## src/rtl/div_pkg.sv

```systemverilog
// Shared definitions for the HI/LO sequential divider: state encodings,
// divide-by-zero quotient pattern and the datapath width common with the multiplier.
package div_pkg;

    localparam int DEFAULT_WIDTH = 32;

    localparam logic [2:0] ST_IDLE = 3'd0;
    localparam logic [2:0] ST_LOAD = 3'd1;
    localparam logic [2:0] ST_DIV  = 3'd2;
    localparam logic [2:0] ST_SIGN = 3'd3;
    localparam logic [2:0] ST_DONE = 3'd4;

    typedef enum logic [2:0] {
        S_IDLE = ST_IDLE,
        S_LOAD = ST_LOAD,
        S_DIV  = ST_DIV,
        S_SIGN = ST_SIGN,
        S_DONE = ST_DONE
    } div_state_e;

    // Quotient reported when the divisor is zero (all ones at any width).
    localparam logic [DEFAULT_WIDTH-1:0] DIV_ZERO_QUO = '1;

endpackage

```

## src/rtl/div_step.sv

```systemverilog
// One restoring-division iteration: shift the next dividend bit into the
// partial remainder and subtract the divisor when it fits.
module div_step
    import div_pkg::*;
#(
    parameter int WIDTH = DEFAULT_WIDTH
) (
    input  logic [WIDTH-1:0] rem,
    input  logic             quo_msb,
    input  logic [WIDTH-1:0] divisor,
    output logic [WIDTH-1:0] rem_next,
    output logic             q_bit
);

    // The shifted remainder needs one extra bit so the compare is exact.
    logic [WIDTH:0] t;

    always_comb begin
        t        = {rem, quo_msb};
        q_bit    = (t >= {1'b0, divisor});
        rem_next = q_bit ? (t[WIDTH-1:0] - divisor) : t[WIDTH-1:0];
    end

endmodule

```

## src/rtl/div.sv

```systemverilog
// Sequential restoring divider for DIV/DIVU: quotient to LO, remainder to HI,
// one quotient bit per clock with a start/busy/done handshake.
module div
    import div_pkg::*;
#(
    parameter int WIDTH = DEFAULT_WIDTH
) (
    input  logic             clk,
    input  logic             reset,
    input  logic             start,
    input  logic             is_signed,
    input  logic [WIDTH-1:0] A,
    input  logic [WIDTH-1:0] B,
    output logic [WIDTH-1:0] HI,
    output logic [WIDTH-1:0] LO,
    output logic             busy,
    output logic             done,
    output logic             div_zero,
    output div_state_e       dbg_state
);

    // Handshake: start is sampled only in IDLE (busy low); A/B must stay stable
    // through the following LOAD cycle; done is a one-cycle pulse coincident
    // with the first cycle HI/LO/div_zero show the new result.

    localparam int CNT_W = (WIDTH > 1) ? $clog2(WIDTH) : 1;

    div_state_e       state, state_d;
    logic             sgn, sgn_d;
    logic             neg_q, neg_q_d;
    logic             neg_r, neg_r_d;
    logic             dz, dz_d;
    // Remainder stays below the divisor between iterations, so WIDTH bits hold it.
    logic [WIDTH-1:0] rem, rem_d;
    logic [WIDTH-1:0] quo, quo_d;
    logic [WIDTH-1:0] dvs, dvs_d;
    logic [CNT_W-1:0] cnt, cnt_d;
    logic [WIDTH-1:0] hi_d, lo_d;
    logic             done_d, div_zero_d;

    logic [WIDTH-1:0] a_mag, b_mag;
    logic [WIDTH-1:0] step_rem;
    logic             step_bit;

    div_step #(.WIDTH(WIDTH)) u_step (
        .rem      (rem),
        .quo_msb  (quo[WIDTH-1]),
        .divisor  (dvs),
        .rem_next (step_rem),
        .q_bit    (step_bit)
    );

    assign busy      = (state != S_IDLE);
    assign dbg_state = state;

    always_comb begin
        a_mag = (sgn && A[WIDTH-1]) ? (~A + WIDTH'(1)) : A;
        b_mag = (sgn && B[WIDTH-1]) ? (~B + WIDTH'(1)) : B;
    end

    always_comb begin
        state_d    = state;
        sgn_d      = sgn;
        neg_q_d    = neg_q;
        neg_r_d    = neg_r;
        dz_d       = dz;
        rem_d      = rem;
        quo_d      = quo;
        dvs_d      = dvs;
        cnt_d      = cnt;
        hi_d       = HI;
        lo_d       = LO;
        div_zero_d = div_zero;
        done_d     = 1'b0;

        case (state)
            S_IDLE: begin
                if (start) begin
                    state_d = S_LOAD;
                    sgn_d   = is_signed;
                end
            end
            S_LOAD: begin
                if (B == '0) begin
                    // Divide by zero skips iteration and sign fix-up entirely.
                    rem_d   = A;
                    quo_d   = {WIDTH{DIV_ZERO_QUO[0]}};
                    dz_d    = 1'b1;
                    neg_q_d = 1'b0;
                    neg_r_d = 1'b0;
                    state_d = S_DONE;
                end else begin
                    rem_d   = '0;
                    quo_d   = a_mag;
                    dvs_d   = b_mag;
                    neg_q_d = sgn & (A[WIDTH-1] ^ B[WIDTH-1]);
                    neg_r_d = sgn & A[WIDTH-1];
                    dz_d    = 1'b0;
                    cnt_d   = '0;
                    state_d = S_DIV;
                end
            end
            S_DIV: begin
                rem_d = step_rem;
                quo_d = {quo[WIDTH-2:0], step_bit};
                cnt_d = cnt + CNT_W'(1);
                if (cnt == CNT_W'(WIDTH - 1)) begin
                    state_d = S_SIGN;
                end
            end
            S_SIGN: begin
                // Quotient truncates toward zero; remainder follows the dividend.
                if (neg_q) quo_d = -quo;
                if (neg_r) rem_d = -rem;
                state_d = S_DONE;
            end
            S_DONE: begin
                hi_d       = rem;
                lo_d       = quo;
                div_zero_d = dz;
                done_d     = 1'b1;
                state_d    = S_IDLE;
            end
            default: begin
                state_d = S_IDLE;
            end
        endcase
    end

    always_ff @(posedge clk or posedge reset) begin
        if (reset) begin
            state    <= S_IDLE;
            sgn      <= 1'b0;
            neg_q    <= 1'b0;
            neg_r    <= 1'b0;
            dz       <= 1'b0;
            rem      <= '0;
            quo      <= '0;
            dvs      <= '0;
            cnt      <= '0;
            HI       <= '0;
            LO       <= '0;
            done     <= 1'b0;
            div_zero <= 1'b0;
        end else begin
            state    <= state_d;
            sgn      <= sgn_d;
            neg_q    <= neg_q_d;
            neg_r    <= neg_r_d;
            dz       <= dz_d;
            rem      <= rem_d;
            quo      <= quo_d;
            dvs      <= dvs_d;
            cnt      <= cnt_d;
            HI       <= hi_d;
            LO       <= lo_d;
            done     <= done_d;
            div_zero <= div_zero_d;
        end
    end

endmodule
```

## config.mk

```make
export PLATFORM = sky130hd
export DESIGN_NAME = div
export DESIGN_NICKNAME = d
export VERILOG_FILES = /design/src/rtl/div_pkg.sv /design/src/rtl/div_step.sv /design/src/rtl/div.sv
export SDC_FILE = /design/constraint.sdc
export NUM_CORES = 1
export LEC_CHECK = 0
export ABC_AREA = 1
export ABC_CLOCK_PERIOD_IN_PS = 8140
export CAP_MARGIN = 10
export CORE_UTILIZATION = 45
export CTS_CLUSTER_SIZE = 30
export DETAILED_ROUTE_END_ITERATION = 16
export PLACE_DENSITY = 0.69
export SYNTH_ARGS = -nofsm -noshare
export SYNTH_HDL_FRONTEND = slang
export SYNTH_SLANG_ARGS = --single-unit
```

## constraint.sdc

```tcl
create_clock -name clk -period 8.14 [get_ports clk]
set_input_delay 1.628 -clock clk [delete_from_list [all_inputs] [get_ports clk]]
set_output_delay 1.628 -clock clk [all_outputs]
set_load 0.02 [all_outputs]
```

==> flow_metrics.env <==
export IMPL_status="finished clean"
export IMPL_synth_nets=2305
export IMPL_clk_path_buf_depth=2
export IMPL_wl_um=49200
export IMPL_path_max_fanout=46
export IMPL_total_power_uw=7630
export IMPL_worstSetupPathDepth=9
export IMPL_rsz0062_at_grt="false"
export IMPL_slew_headroom=0.263
export IMPL_timing_fmax_ghz=0.235
export IMPL_grt_max_degree=131
export IMPL_io_buffer_count=137
export IMPL_critical_path_top_delay_family="simple AND/OR/NAND/NOR gates"
export IMPL_syn_instance_count=2198
export IMPL_ys_seq_area_frac=0.315
export IMPL_cts_resized=0
export IMPL_synth_cell_types=49
export IMPL_async_reset_ff_frac=1.00
export IMPL_worst_setup_path_type="primary input to flip-flop"
export IMPL_startpoint_type="primary input"
export IMPL_post_dp_cell_area_mm2=0.0155
export IMPL_cts_inserted_buffers=17
export IMPL_post_route_min_period_ns=4.26
export IMPL_maxCapViolations=0
export IMPL_core_mm2=0.0300
export IMPL_ctsHoldBuffers=0
export IMPL_whs_ns=0.482
export IMPL_min_path_cells=2
export IMPL_final_antenna_net_count=0
export IMPL_hold_path_class="flip-flop to flip-flop"
export IMPL_p_leak_uw=0.00799
export IMPL_clock_sinks=174
export IMPL_num_io_pins=138
export IMPL_hpwl_um=38700
export IMPL_antenna_found_initial=0
export IMPL_cts_root_buffer="clkbuf_16"
export IMPL_max_stage_delay_ns=0.69
export IMPL_fin_area_mm2=0.0161
export IMPL_dr_first_iter_drc_count=1824
export IMPL_ys_warn_count=0
export IMPL_worst_setup_path_end_kind="flip-flop"
export IMPL_hold_end="LO[3]$_DFFE_PP0P_"
export IMPL_fin_skew_ns=0.0110
export IMPL_die_h_um=177
export IMPL_wl_per_cell_um=18.2
export IMPL_cp_cell_sequence="clkdlybuf4s50_1 > nor2_2 > nand2_2 > nor4_4 > nand4_2 > nand2_2 > inv_2 > o211ai_1 > o21ai_1"
export IMPL_required_ns=8.45
export IMPL_fin_nets=2406
export IMPL_start_util=0.462
export IMPL_min_delay_start="LO[3]$_DFFE_PP0P_"
export IMPL_r2r_cells=17
export IMPL_clk_pin_slew_ns=0.07
export IMPL_grt_usage=0.318
export IMPL_syn_to_final_growth_pct=16.0
export IMPL_vias=15000
export IMPL_rr_startpoint="rem[19]$_DFFE_PP0P_"
export IMPL_cts_tree="done"
export IMPL_reg2reg_slack_ns=4.70
export IMPL_drc=0
export IMPL_die_width_um=177
export IMPL_cp_slowest_cell="nand2_2"
export IMPL_antenna_cells=0
export IMPL_grt_ovfl_total=0
export IMPL_worstMarginPinSlew_ns=1.11
export IMPL_rows=63
export IMPL_synthFlopType="dfrtp_1"
export IMPL_power_density_mw_per_mm2=475
export IMPL_slew_violations=0
export IMPL_syn_cell_area_mm2=0.0138
export IMPL_post_cts_buffers=0
export IMPL_path_buf_inv=2
export IMPL_clk_latency_ns=0.45
export IMPL_drive_gt1_frac=0.0381
export IMPL_drt_first_pass_iters=6
export IMPL_peakVddDrop_mv=0.399
export IMPL_dieArea_mm2=0.0315
export IMPL_ys_ff_latch=174
export IMPL_grt_pass1_wl_um=76100
export IMPL_cp_common_cell="nand2_2"
export IMPL_grt_pass1_vias=13500
export IMPL_setup_violations=0
export IMPL_timing_rr_end="rem[30]$_DFFE_PP0P_"
export IMPL_fin_crit_sh=0.523
export IMPL_hold_viol=0
export IMPL_setup_tns_ns=0
export IMPL_avgViaCountPerCell=5.55
export IMPL_gp_congestion=0.994
export IMPL_arrival_ns=4.57
export IMPL_h_tree_depth=4
export IMPL_synth_edf_count=0
export IMPL_avgSynthCellArea_um2=6.29
export IMPL_post_route_util=0.536
## power breakdown
part	total [uW]	internal (uW)	switching, uW
logic	5100	1690	3420
clock network	852	463	389
registers	1670	1290	384
total	7630	3430	4190
## registers in the layout (all words and copies together), names as in the netlist, 3 cells and up
| name | cells |
|---|---|
| quo | 32 |
| dbg_state | 3 |
| HI | 32 |
| LO | 32 |
| cnt | 5 |
| rem | 32 |
| dvs | 32 |
## layer usage
metal  track usage  wire length [um]
met1         0.475             23200
met2         0.464             20200
met3        0.0656              4690
met4        0.0751              1040
met5             0                 0
## final cells by class
type	instances	area (um^2)
Multi-Input combinational cell	1641	7990
Clock buffer	20	447
Clock inverter	11	134
Fill cell	3096	13900
Sequential cell	174	4350
Tap cell	390	488
Timing Repair Buffer	145	1430
Inverter	320	1210
## stage by stage
step / worst slack [ns] / cells
floorplan: 1.80 / 2198
global placement: 3.57 / 2670
global route: 3.57 / 2701
detailed placement: 3.42 / 2670
CTS: 3.89 / 2701
finish: 3.88 / 2701
## worst max path at each step
stage	startpoint	to	slack, ns
2_1_floorplan	reset	HI[0]$_DFFE_PP0P_	1.80
6_report	B[25]	dvs[1]$_DFFE_PP0P_	3.88
4_1_cts	B[25]	dvs[1]$_DFFE_PP0P_	3.89
3_5_place_dp	B[25]	dvs[1]$_DFFE_PP0P_	3.42
3_3_place_gp	B[25]	dvs[1]$_DFFE_PP0P_	3.57
5_1_grt	B[25]	dvs[1]$_DFFE_PP0P_	3.57
## cell usage in the layout (no fill, tap or decap), types with 8 or more instances in the layout
| cell type | count |
|---|---|
| nand2_1 | 612 |
| nor3_1 | 29 |
| xor2_1 | 42 |
| xnor2_1 | 18 |
| buf_4 | 8 |
| dfrtp_1 | 174 |
| a21oi_2 | 11 |
| nand4_1 | 37 |
| clkdlybuf4s50_1 | 137 |
| o21ai_0 | 157 |
| nor2_1 | 284 |
| o22ai_1 | 12 |
| ha_1 | 38 |
| clkbuf_16 | 17 |
| a22oi_1 | 10 |
| a21oi_1 | 76 |
| or2_2 | 9 |
| nand3_1 | 217 |
| o21ai_1 | 13 |
| nand3b_1 | 15 |
| inv_1 | 311 |
## cell families (layout without fill, tap and decap cells)
group                    Yosys count  after routing  share of synthesized area
flip-flops                       174            174                      0.315
adder cells (fa/ha/maj)           39             39                     0.0358
AO/OA/AOI/OAI                    303            303                      0.120
multiplexers                       1              1                   0.000814
XOR/XNOR                          60             60                     0.0380
AND/OR/NAND/NOR                 1238           1238                      0.381
buffers and inverters            383            496                      0.109
## cell usage after synthesis, drive strengths merged, types with 6 or more instances
library cell,number,area (um^2)
or2,9,56.3
o21ai,170,851
nor2,292,1120
nor4,6,52.6
o21bai,7,52.6
xor2,42,368
and2,6,37.5
nand2,619,2340
o22ai,12,75.1
nand4,40,278
a22oi,11,87.6
ha,38,475
nor3,31,165
nand3,218,1100
a31oi,7,43.8
clkbuf,35,131
inv,317,1190
dfrtp,174,4350
nand3b,15,113
xnor2,18,158
buf,28,173
a21oi,88,493
## tightest hold or removal path, stage by stage (launching register included)
cell     delay [ns]
dfrtp_1        0.34
nand2_1        0.05
o21ai_0        0.06
No activity file was read; power rests on OpenSTA's default activity.
